**config.mk**
```make
export PLATFORM = sky130hd
export DESIGN_NAME = coeff_token_ctrl
export DESIGN_NICKNAME = d
export VERILOG_FILES = /design/src/rtl/cavlc_pkg.sv /design/src/rtl/clz16.sv /design/src/rtl/coeff_token_ctrl.sv
export SDC_FILE = /design/constraint.sdc
export NUM_CORES = 1
export LEC_CHECK = 0
export CORE_MARGIN = 5
export CORE_UTILIZATION = 45
export DETAILED_ROUTE_END_ITERATION = 10
export DONT_BUFFER_PORTS = 1
export GPL_TIMING_DRIVEN = 0
export PLACE_DENSITY_LB_ADDON = 0.1
export SYNTH_ARGS = -nofsm -noshare
export SYNTH_HDL_FRONTEND = slang
export SYNTH_HIERARCHICAL = 1
export SYNTH_SLANG_ARGS = --single-unit
```
**constraint.sdc**
```tcl
create_clock -name Clk -period 8.98 [get_ports Clk]
set_input_delay 1.796 -clock Clk [delete_from_list [all_inputs] [get_ports Clk]]
set_output_delay 1.796 -clock Clk [all_outputs]
set_load 0.02 [all_outputs]
```
**src/rtl/cavlc_pkg.sv**
```systemverilog
// Shared CAVLC definitions: coeff_token FSM encoding, VLC table codes and table selection.
package cavlc_pkg;

  typedef enum logic [2:0] {
    S_IDLE,
    S_WAIT_WIN,
    S_LOOKUP,
    S_CAPTURE,
    S_SHIFT,
    S_DONE
  } state_t;

  localparam logic [2:0] T_NC0 = 3'd0;
  localparam logic [2:0] T_NC2 = 3'd1;
  localparam logic [2:0] T_NC4 = 3'd2;
  localparam logic [2:0] T_FLC = 3'd3;
  localparam logic [2:0] T_CDC = 3'd4;

  localparam int FLC_W = 6;

  // Any negative context selects the chroma DC table.
  function automatic logic [2:0] table_sel(input logic signed [4:0] nc);
    if (nc < 5'sd0)      return T_CDC;
    else if (nc < 5'sd2) return T_NC0;
    else if (nc < 5'sd4) return T_NC2;
    else if (nc < 5'sd8) return T_NC4;
    else                 return T_FLC;
  endfunction

endpackage

```
**src/rtl/clz16.sv**
```systemverilog
// Leading-zero count of a 16-bit window (saturated at 15) plus the 4 bits after the first one.
module clz16 (
  input  logic [15:0] w,
  output logic [3:0]  zeros,
  output logic [3:0]  bits
);

  logic [4:0]  lz;
  logic [15:0] rest;

  always_comb begin
    lz = 5'd16;
    for (int i = 0; i < 16; i++) begin
      if (w[i]) lz = 5'(15 - i);
    end
    zeros = (lz > 5'd15) ? 4'd15 : lz[3:0];
    // Shifting past the leading one zero-fills anything beyond the window end.
    rest  = (lz == 5'd16) ? 16'd0 : (w << (lz + 5'd1));
    bits  = rest[15:12];
  end

endmodule

```
**src/rtl/coeff_token_ctrl.sv**
```systemverilog
// CAVLC coeff_token decode controller: drives an external LUT bank, handles the FLC table inline.
// Optional illegal-code detection when COEFF_TOKEN_CTRL_ERR_EN is defined.
module coeff_token_ctrl
  import cavlc_pkg::*;
#(
  parameter int WIN_W = 16
) (
  input  logic              Clk,
  input  logic              Reset,
  input  logic              Start,
  input  logic signed [4:0] nC,
  input  logic [WIN_W-1:0]  Window,
  input  logic              WindowValid,
  output logic [2:0]        LutTable,
  output logic [3:0]        LutZeros,
  output logic [3:0]        LutBits,
  input  logic [4:0]        LutTotalCoeff,
  input  logic [1:0]        LutTrailingOnes,
  input  logic [4:0]        LutNumShift,
  input  logic              LutHit,
  output logic              ShiftEn,
  output logic [4:0]        ShiftAmt,
  input  logic              ShiftAck,
  output logic [4:0]        TotalCoeff,
  output logic [1:0]        TrailingOnes,
  output logic              Done,
  output logic              Busy,
  output logic              Error
);

  state_t             state;
  logic signed [4:0]  nc_q;
  logic [15:0]        win_q;
  logic [4:0]         cap_tc;
  logic [1:0]         cap_t1;
  logic [2:0]         tbl;
  logic [3:0]         clz_zeros;
  logic [3:0]         clz_bits;
  logic [5:0]         code;

  assign tbl  = table_sel(nc_q);
  assign code = win_q[15:10];

  clz16 u_clz (
    .w     (win_q),
    .zeros (clz_zeros),
    .bits  (clz_bits)
  );

  // LUT address is held through CAPTURE so the LUT result is stable when sampled.
  always_comb begin
    LutTable = '0;
    LutZeros = '0;
    LutBits  = '0;
    if (state == S_LOOKUP || state == S_CAPTURE) begin
      LutTable = tbl;
      LutZeros = clz_zeros;
      LutBits  = clz_bits;
    end
  end

`ifdef COEFF_TOKEN_CTRL_ERR_EN
  logic err_q;
  assign Error = err_q;
`else
  logic unused_hit;
  assign unused_hit = LutHit;
  assign Error = 1'b0;
`endif

  always_ff @(posedge Clk) begin
    if (Reset) begin
      state        <= S_IDLE;
      nc_q         <= '0;
      win_q        <= '0;
      cap_tc       <= '0;
      cap_t1       <= '0;
      ShiftEn      <= 1'b0;
      ShiftAmt     <= '0;
      TotalCoeff   <= '0;
      TrailingOnes <= '0;
      Done         <= 1'b0;
      Busy         <= 1'b0;
`ifdef COEFF_TOKEN_CTRL_ERR_EN
      err_q        <= 1'b0;
`endif
    end else begin
      Done <= 1'b0;
`ifdef COEFF_TOKEN_CTRL_ERR_EN
      err_q <= 1'b0;
`endif
      case (state)
        S_IDLE: begin
          if (Start) begin
            nc_q  <= nC;
            Busy  <= 1'b1;
            state <= S_WAIT_WIN;
          end
        end
        S_WAIT_WIN: begin
          if (WindowValid) begin
            win_q <= Window[WIN_W-1 -: 16];
            state <= S_LOOKUP;
          end
        end
        S_LOOKUP: state <= S_CAPTURE;
        S_CAPTURE: begin
          if (tbl == T_FLC) begin
            if (code == 6'b000011) begin
              cap_tc <= '0;
              cap_t1 <= '0;
            end else begin
              cap_tc <= {1'b0, code[5:2]} + 5'd1;
              cap_t1 <= code[1:0];
            end
            ShiftAmt <= 5'(FLC_W);
            ShiftEn  <= 1'b1;
            state    <= S_SHIFT;
          end
`ifdef COEFF_TOKEN_CTRL_ERR_EN
          else if (!LutHit || clz_zeros > 4'd14) begin
            err_q <= 1'b1;
            Busy  <= 1'b0;
            state <= S_IDLE;
          end
`endif
          else begin
            cap_tc   <= LutTotalCoeff;
            cap_t1   <= LutTrailingOnes;
            ShiftAmt <= LutNumShift;
            ShiftEn  <= 1'b1;
            state    <= S_SHIFT;
          end
        end
        S_SHIFT: begin
          if (ShiftAck) begin
            ShiftEn      <= 1'b0;
            TotalCoeff   <= cap_tc;
            TrailingOnes <= cap_t1;
            Done         <= 1'b1;
            state        <= S_DONE;
          end
        end
        S_DONE: begin
          Busy  <= 1'b0;
          state <= S_IDLE;
        end
        default: begin
          Busy  <= 1'b0;
          state <= S_IDLE;
        end
      endcase
    end
  end

endmodule

```
==> insert_results.sql, run 1 <==
INSERT INTO impl_metrics (metric_group, metric, value, unit) VALUES
('grt', 'grt_overflow', '0', ''),
('sta', 'timing.final.hold_violations', '0', ''),
('power_and_ir_drop', 'clkPwrFrac', '0.284', ''),
('cts', 'cts_buffer_depth', '2', ''),
('logic_synthesis', 'syn_nets', '425', ''),
('sta', 'achievable-frequency', '174', 'MHz'),
('logic_synthesis', 'avgSynthCellArea', '7.65', 'µm²'),
('job', 'max_cap_violations', '0', ''),
('floorplanning', 'die-height', '90.5', 'µm'),
('cts', 'cts_tree', 'yes', ''),
('power_and_ir_drop', 'cellInternalPower', '369', 'µW'),
('critical_path', 'worstPathMaxFanout', '10', ''),
('finish', 'layout_commonest_cell', 'sky130_fd_sc_hd__nand2_1', ''),
('sta', 'setup_violations', '0', ''),
('logic_synthesis', 'synthCells', '381', ''),
('logic_synthesis', 'synth.lib_cells_used.distinct', '67', ''),
('power_and_ir_drop', 'share_comb_of_total_power', '0.318', ''),
('placed_design', 'place_congestion', '0.829', ''),
('detailed_routing', 'drt-pass1-iter-count', '6', ''),
('placed_design', 'post-place-cells', '458', ''),
('placed_design', 'dpl.hpwl', '5660', 'µm'),
('critical_path', 'worst_setup_path_start_kind', 'flip-flop', ''),
('sta', 'rsz0062_at_grt', 'false', ''),
('cts', 'hold_buffers', '0', ''),
('cts', 'insertion_delay', '0.29', 'ns'),
('power_and_ir_drop', 'irDropWorstVdd', '0.134', 'mV'),
('logic_synthesis', 'synthesis.yosys.warnings', '6', ''),
('cts', 'cts_resized', '0', ''),
('sta', 'timing_max_transition_violations_final', '0', ''),
('detailed_routing', 'average_routed_wire_per_standard_cell', '15.9', 'µm'),
('logic_synthesis', 'asyncSetResetFlopFracSynth', '0', ''),
('floorplanning', 'placement_rows', '29', ''),
('finish', 'leading_cell_types_in_the_layout_fill_and_taps_excluded', '53 x sky130_fd_sc_hd__nand2_1, 47 x sky130_fd_sc_hd__nor2_1, 45 x sky130_fd_sc_hd__dfxtp_1', ''),
('power_and_ir_drop', 'total_switching_power', '180', 'µW'),
('floorplanning', 'design.die.area', '8190', 'µm²'),
('cts', 'cts-htree-levels', '2', ''),
('cts', 'cts_root_buffer', 'sky130_fd_sc_hd__clkbuf_8', ''),
('outcome', 'status', 'completed', ''),
('sta', 'post-route-min-period', '5.74', 'ns'),
('grt', 'grt_antenna_before_repair', '0', ''),
('grt', 'grt.total_usage', '0.180', ''),
('grt', 'wire_length_of_the_first_global_routing_pass', '12500', 'µm'),
('placed_design', 'count_of_buffers_from_port_buffering', '0', ''),
('floorplanning', 'die_w', '90.5', 'µm'),
('floorplanning', 'coreArea', '6310', 'µm²'),
('logic_synthesis', 'synth-seq-area-share', '0.309', ''),
('sta', 'final_min_period_over_clock_period', '0.639', ''),
('power_and_ir_drop', 'switching_share', '0.328', ''),
('floorplanning', 'initial_core_utilization', '0.462', ''),
('sta', 'setup_tns', '0', 'ns'),
('sta', 'timing.clock.skew', '0.00267', 'ns'),
('finish', 'syn_to_final_growth', '7.29', '%'),
('cts', 'cts_bufs_inserted', '5', ''),
('critical_path', 'setup_crit_path_kind', 'flip-flop to output pin', ''),
('sta', 'max_slew_margin', '0.578', ''),
('logic_synthesis', 'synth_enable_flop_cells', '0', ''),
('floorplanning', 'ios', '66', ''),
('grt', 'grt_pass1_vias', '2658', ''),
('hold_path', 'hold_path.class', 'flip-flop to flip-flop', ''),
('detailed_routing', 'antenna_left', '0', ''),
('critical_path', 'arrival', '3.94', 'ns'),
('finish', 'drive_above_1_share', '0.100', ''),
('detailed_routing', 'drt_first_iter_violations', '95', ''),
('logic_synthesis', 'synth_ff_type', 'sky130_fd_sc_hd__dfxtp_1', ''),
('cts', 'cts_sinks', '45', ''),
('power_and_ir_drop', 'cellLeakagePower', '1.20', 'nW'),
('critical_path', 'timing.critical_path.to_type', 'output pin', ''),
('grt', 'grt_max_degree', '14', ''),
('power_and_ir_drop', 'ratio_of_total_power_to_cell_area', '175', 'nW/µm²'),
('power_and_ir_drop', 'sequential_cell_fraction_of_total_power', '0.397', ''),
('cts', 'cts_setup_buffers', '0', ''),
('finish', 'stdcell_count', '466', ''),
('logic_synthesis', 'synth.cell_area', '2920', 'µm²'),
('finish', 'num_antenna_cells', '0', ''),
('critical_path', 'timing.critical_path.required', '7.18', 'ns'),
('logic_synthesis', 'synth_seq_cells', '45', ''),
('cts', 'clkSlewWorstSetupHoldPaths', '0.08', 'ns'),
('sta', 'worstMarginPinSlew', '0.629', 'ns'),
('detailed_routing', 'vias_per_cell', '5.68', ''),
('detailed_routing', 'num_vias', '2647', ''),
('detailed_routing', 'routed_wirelength', '7410', 'µm'),
('finish', 'design.final.nets', '432', ''),
('detailed_routing', 'route.detailed.drc', '0', '');
-- worst max-delay path, stage by stage, from the launching register on --
cell	delay (ns)
sky130_fd_sc_hd__dfxtp_1	0.45
sky130_fd_sc_hd__clkbuf_1	0.39
sky130_fd_sc_hd__inv_1	0.10
sky130_fd_sc_hd__a221oi_2	0.30
sky130_fd_sc_hd__o41ai_1	0.14
sky130_fd_sc_hd__and2_4	0.19
sky130_fd_sc_hd__inv_2	0.07
sky130_fd_sc_hd__ha_1	0.22
sky130_fd_sc_hd__clkbuf_1	0.41
sky130_fd_sc_hd__mux2i_1	0.24
sky130_fd_sc_hd__nor2_1	0.05
sky130_fd_sc_hd__a221o_1	0.30
sky130_fd_sc_hd__a22oi_1	0.26
sky130_fd_sc_hd__o22ai_1	0.11
sky130_fd_sc_hd__mux2i_1	0.15
sky130_fd_sc_hd__nor2_1	0.05
sky130_fd_sc_hd__and2_1	0.22
-- final timing paths --
kind	startpoint	end	slack (ns)	depth (start not counted)
hold / removal	win_q[8]	win_q[8]	0.48	2
setup / recovery	win_q[10]	LutBits[0]	3.24	16
hold reg to reg	win_q[8]	win_q[8]	0.48	2
setup reg to reg	win_q[12]	cap_t1[1]	7.43	5
-- final cells by class --
cell class                      instances  area, µm²
Clock inverter                          1       30.0
Inverter                               15       56.3
Fill cell                             667       3180
Tap cell                               77       96.3
Multi-Input combinational cell        290       1770
Buffer                                 31        186
Clock buffer                            7       86.3
Sequential cell                        45        901
-- registers in the layout, indices dropped and copies added, names as in the netlist --
register      cells
win_q            16
ShiftAmt          5
TotalCoeff        5
cap_tc            5
nc_q              4
state             3
TrailingOnes      2
cap_t1            2
Busy              1
Done              1
ShiftEn           1
-- Yosys cell counts, types with 4 or more instances --
cell type                   n  share of area
sky130_fd_sc_hd__nor2b_1    4         0.0086
sky130_fd_sc_hd__buf_6      7          0.027
sky130_fd_sc_hd__a21oi_1   40          0.069
sky130_fd_sc_hd__nor2_1    47          0.060
sky130_fd_sc_hd__clkbuf_1  12          0.015
sky130_fd_sc_hd__mux2i_1   19          0.065
sky130_fd_sc_hd__nor3_1    10          0.017
sky130_fd_sc_hd__inv_1     14          0.018
sky130_fd_sc_hd__o21ai_0   13          0.022
sky130_fd_sc_hd__nand2b_1   4         0.0086
sky130_fd_sc_hd__dfxtp_1   45           0.31
sky130_fd_sc_hd__a211oi_1   6          0.015
sky130_fd_sc_hd__buf_2      7          0.012
sky130_fd_sc_hd__and2_1    10          0.021
sky130_fd_sc_hd__nand2_1   53          0.068
sky130_fd_sc_hd__nand3_1    6          0.010
sky130_fd_sc_hd__ha_1       5          0.021
sky130_fd_sc_hd__o211ai_1   4          0.010
-- metal layers --
metal | part of all wire | track usage | up-vias
met5 | 0 | 0 | -
li1 | - | - | 1352
met2 | 0.49 | 0.311 | 50
met1 | 0.45 | 0.221 | 1235
met4 | 0.014 | 0.0471 | 0
met3 | 0.052 | 0.0458 | 10
-- stage by stage --
step	total power, mW	hold WS (ns)	area [µm²]	setup slack (ns)	utilization
after floorplan	0.363	0.435	2920	4.04	-
after global placement	0.394	0.455	3010	3.64	0.477
after detailed placement	0.397	0.462	3010	3.59	0.477
after CTS	0.553	0.474	3130	3.27	0.496
after global routing	0.583	0.505	3130	2.96	0.496
final	0.549	0.479	3130	3.24	0.496
-- power by group through the flow --
stage	clock network, mW	logic (mW)	registers, mW
floorplan	0	0.143	0.219
global placement	0	0.172	0.223
detailed placement	0	0.174	0.223
CTS	0.160	0.175	0.218
global route	0.168	0.196	0.219
finish	0.156	0.175	0.218
-- cell families (layout without fill, tap and decap cells) --
family,count (synthesis),after routing,synth area share
AOI/OAI and AO/OA,102,102,0.236
xor gates and xnor gates,2,2,0.00601
adders and majority gates,5,5,0.0215
buffers and inverters,46,54,0.0832
DFF,45,45,0.309
muxes,21,21,0.0729
other,1,1,0.00129
and+or+nand+nor,159,159,0.270
No activity file was read; power rests on OpenSTA's default activity.
==> run 2, diff against run 1 <==
Clock period 8.98 ns to 5.3 ns, I/O delays scaled along.
==> results of run 2 <==
Same layout as run 1 (identical final DEF). Status: completed.
Among the figures that moved: setup slack after placement 3.59 ns -> 0.647 ns; setup slack after layout 3.24 ns -> 0.300 ns; register-to-register setup slack 7.43 ns -> 3.75 ns; total power 0.549 mW -> 0.930 mW; worst IR drop on VDD 0.134 mV -> 0.227 mV
==> run 3, diff against run 2 <==
Settings changed: ABC_AREA set to 1.
==> run 3 against run 2 <==
Hold slack got worse by 0.027 ns. Final area up 3.8%. Largest power group is now combinational logic. Largest cell class unchanged. Synthesized cell count rose by 21%. Area after synthesis rose by 4.0%.
==> insert_results.sql, run 3 <==
INSERT INTO impl_metrics (metric_group, metric, value, unit) VALUES
('detailed_routing', 'num_vias', '2867', ''),
('critical_path', 'endpoint', 'LutBits[2]', ''),
('sta', 'rsz0062_at_grt', 'false', ''),
('critical_path', 'cell_family_with_most_cp_delay', 'simple AND/OR/NAND/NOR gates', ''),
('logic_synthesis', 'avgSynthCellArea', '6.56', 'µm²'),
('grt', 'grt_overflow', '0', ''),
('cts', 'insertion_delay', '0.30', 'ns'),
('finish', 'drive_above_1_share', '0.145', ''),
('sta', 'timing.final.hold_violations', '0', ''),
('cts', 'cts_setup_buffers', '0', ''),
('cts', 'cts_bufs_inserted', '5', ''),
('sta', 'timing.clock.skew', '0.0139', 'ns'),
('sta', 'setup_violations', '0', ''),
('outcome', 'status', 'completed', ''),
('floorplanning', 'ios', '66', ''),
('logic_synthesis', 'synth.top_cell.area_share', '0.297', ''),
('grt', 'grt_max_degree', '14', ''),
('logic_synthesis', 'yosysMostFrequentCell', 'sky130_fd_sc_hd__nand2_1', ''),
('logic_synthesis', 'synth_enable_flop_cells', '0', ''),
('grt', 'grt_antenna_before_repair', '0', ''),
('placed_design', 'place_congestion', '0.821', ''),
('detailed_routing', 'vias_per_cell', '5.21', ''),
('floorplanning', 'design.die.area', '8480', 'µm²'),
('power_and_ir_drop', 'sequential_cell_fraction_of_total_power', '0.317', ''),
('logic_synthesis', 'synth_ff_type', 'sky130_fd_sc_hd__dfxtp_1', ''),
('logic_synthesis', 'asyncSetResetFlopFracSynth', '0', ''),
('logic_synthesis', 'synthesis.yosys.warnings', '6', ''),
('cts', 'cts_tree', 'yes', ''),
('job', 'max_cap_violations', '0', ''),
('finish', 'seq_area', '901', 'µm²'),
('critical_path', 'worstSetupStartpoint', 'win_q[0]', ''),
('power_and_ir_drop', 'cellLeakagePower', '1.44', 'nW'),
('logic_synthesis', 'synth_top_cell_by_area', 'sky130_fd_sc_hd__dfxtp_1', ''),
('critical_path', 'reg2regPathDepth', '4', ''),
('grt', 'grt_pass1_vias', '2814', ''),
('finish', 'largest_register', 'win_q', ''),
('finish', 'largest_register_ffs', '16', ''),
('power_and_ir_drop', 'cellInternalPower', '710', 'µW'),
('floorplanning', 'initial_core_utilization', '0.454', ''),
('floorplanning', 'die_w', '92.1', 'µm'),
('cts', 'cts_buffer_depth', '2', ''),
('critical_path', 'crit_path_frequent_cell', 'sky130_fd_sc_hd__nand2_1', ''),
('cts', 'hold_buffers', '0', ''),
('cts', 'cts_root_buffer', 'sky130_fd_sc_hd__clkbuf_8', ''),
('critical_path', 'worst_flop_to_flop_path_endpoint', 'nc_q[2]', ''),
('sta', 'max_slew_margin', '0.509', ''),
('sta', 'worstMarginPinSlew', '0.733', 'ns'),
('cts', 'clkSlewWorstSetupHoldPaths', '0.09', 'ns'),
('power_and_ir_drop', 'irDropWorstVdd', '0.213', 'mV'),
('logic_synthesis', 'synth.cell_area', '3030', 'µm²'),
('finish', 'finish.instance_area', '3250', 'µm²'),
('floorplanning', 'die-height', '92.1', 'µm'),
('power_and_ir_drop', 'total_switching_power', '527', 'µW'),
('sta', 'post-route-worst-setup-slack', '0.491', 'ns'),
('logic_synthesis', 'post_synth_main_area_contributors', 'sky130_fd_sc_hd__dfxtp_1 30%, sky130_fd_sc_hd__nand3_1 9.9%, sky130_fd_sc_hd__nand2_1 9.8%, sky130_fd_sc_hd__inv_1 7.2%, sky130_fd_sc_hd__nor2_1 6.7%', ''),
('critical_path', 'setup_crit_path_kind', 'flip-flop to output pin', ''),
('critical_path', 'cpMaxStageDelayCell', 'sky130_fd_sc_hd__dfxtp_1', ''),
('placed_design', 'dpl.hpwl', '6010', 'µm'),
('sta', 'timing_max_transition_violations_final', '0', ''),
('finish', 'design.final.nets', '513', ''),
('sta', 'post-route-min-period', '4.81', 'ns'),
('placed_design', 'placed_area', '3130', 'µm²'),
('critical_path', 'worst-r2r-setup-slack', '3.88', 'ns'),
('logic_synthesis', 'synth_seq_cells', '45', ''),
('grt', 'grt.total_usage', '0.191', ''),
('logic_synthesis', 'syn_nets', '506', ''),
('critical_path', 'crit_path_max_incr_delay', '0.44', 'ns'),
('hold_path', 'hold_path.class', 'flip-flop to flip-flop', ''),
('power_and_ir_drop', 'share_comb_of_total_power', '0.467', ''),
('grt', 'wire_length_of_the_first_global_routing_pass', '13200', 'µm'),
('finish', 'num_antenna_cells', '0', ''),
('detailed_routing', 'drt-pass1-iter-count', '4', ''),
('sta', 'achievable-frequency', '208', 'MHz'),
('finish', 'layout.filler_cells', '719', ''),
('power_and_ir_drop', 'ratio_of_total_power_to_cell_area', '381', 'nW/µm²'),
('cts', 'cts_sinks', '45', ''),
('detailed_routing', 'routed_wirelength', '7730', 'µm'),
('critical_path', 'worstReg2RegStart', 'state[0]', ''),
('critical_path', 'worstPathMaxFanout', '10', ''),
('critical_path', 'timing.critical_path.required', '4.24', 'ns'),
('power_and_ir_drop', 'switching_share', '0.426', ''),
('logic_synthesis', 'synth.lib_cells_used.distinct', '37', ''),
('logic_synthesis', 'synthCells', '462', ''),
('cts', 'cts_resized', '0', ''),
('floorplanning', 'placement_rows', '30', ''),
('cts', 'cts-htree-levels', '2', ''),
('detailed_routing', 'route.detailed.drc', '0', ''),
('detailed_routing', 'average_routed_wire_per_standard_cell', '14.0', 'µm'),
('finish', 'multiInputGateArea', '1750', 'µm²'),
('critical_path', 'worstPathBufferInverterCount', '4', ''),
('floorplanning', 'coreArea', '6680', 'µm²'),
('logic_synthesis', 'synth-seq-area-share', '0.297', ''),
('critical_path', 'worst_setup_path_start_kind', 'flip-flop', ''),
('sta', 'setup_tns', '0', 'ns'),
('finish', 'layout_commonest_cell', 'sky130_fd_sc_hd__nand2_1', ''),
('critical_path', 'critical_path_cell_count', '25', ''),
('power_and_ir_drop', 'finalPower', '1.24', 'mW'),
('finish', 'syn_to_final_growth', '7.14', '%'),
('detailed_routing', 'drt_first_iter_violations', '138', ''),
('finish', 'leading_cell_types_in_the_layout_fill_and_taps_excluded', '79 x sky130_fd_sc_hd__nand2_1, 60 x sky130_fd_sc_hd__nand3_1, 58 x sky130_fd_sc_hd__inv_1', ''),
('critical_path', 'timing.critical_path.to_type', 'output pin', ''),
('detailed_routing', 'antenna_left', '0', ''),
('logic_synthesis', 'synth_common_cells', '79 x sky130_fd_sc_hd__nand2_1, 60 x sky130_fd_sc_hd__nand3_1, 58 x sky130_fd_sc_hd__inv_1', ''),
('sta', 'final_min_period_over_clock_period', '0.907', ''),
('placed_design', 'count_of_buffers_from_port_buffering', '0', ''),
('placed_design', 'pre_cts_ws', '0.831', 'ns'),
('power_and_ir_drop', 'clkPwrFrac', '0.216', ''),
('critical_path', 'arrival', '3.75', 'ns');
[run 3: changes by cell type in the layout (fill, tap and decap cells not counted), sizes merged, moves of 5 or more]
cell	previous run	this run
o21ai	16	43
clkbuf	20	14
nor3	10	21
nand3	6	63
buf	18	12
a211oi	9	4
mux2i	19	0
nor2	48	69
a21oi	40	27
and2	12	0
nand2	53	92
inv	15	61
[run 3: power groups by stage]
stage | Sequential (mW) | Combinational, mW | Clock (mW)
after CTS | 0.391 | 0.581 | 0.275
final | 0.392 | 0.578 | 0.267
after detailed placement | 0.399 | 0.578 | 0
after floorplan | 0.391 | 0.476 | 0
after global routing | 0.396 | 0.664 | 0.295
after global placement | 0.399 | 0.576 | 0
[run 3: layout make-up]
class,count,share of cell area
multi-input combinational,335,0.538
sequential,45,0.277
inverter,63,0.0751
buffer,19,0.0435
tap,80,0.0308
clock buffer,7,0.0266
clock inverter,1,0.00924
[run 3: how the worst min path moves through the flow]
| stage | slack (ns) | from | depth (start not counted) | end |
|---|---|---|---|---|
| after floorplan | 0.42 | nc_q[1] | 2 | nc_q[1] |
| after global placement | 0.44 | nc_q[1] | 2 | nc_q[1] |
| after detailed placement | 0.44 | nc_q[1] | 2 | nc_q[1] |
| after CTS | 0.46 | nc_q[1] | 2 | nc_q[1] |
| after global routing | 0.48 | nc_q[1] | 2 | nc_q[1] |
| final | 0.45 | nc_q[1] | 2 | nc_q[1] |
[run 3: per-stage QoR]
stage	hold slack, ns	util	instances
floorplan	0.424	-	462
global placement	0.435	0.469	542
detailed placement	0.445	0.469	542
CTS	0.458	0.486	550
global route	0.483	0.486	550
finish	0.453	0.486	550
[run 3: metal layers]
layer | vias up | global-route usage | wire length (µm)
li1 | 1519 | - | -
met3 | 11 | 0.0517 | 494
met2 | 66 | 0.325 | 3640
met1 | 1271 | 0.231 | 3400
met4 | 0 | 0.0668 | 193
met5 | - | 0 | 0
[run 3: cell families after synthesis]
logic type,after synthesis,share of synthesized area
AOI/OAI and AO/OA,79,0.156
adders and majority gates,5,0.0206
buffers and inverters,82,0.127
DFF,45,0.297
other,1,0.00124
and+or+nand+nor,250,0.399
[run 3: worst register-to-register path: cells and delay by family (launching register included)]
| family | cells | cell delay (ns) |
|---|---|---|
| and+or+nand+nor | 2 | 0.61 |
| DFF | 1 | 0.37 |
| AOI/OAI and AO/OA | 2 | 0.34 |
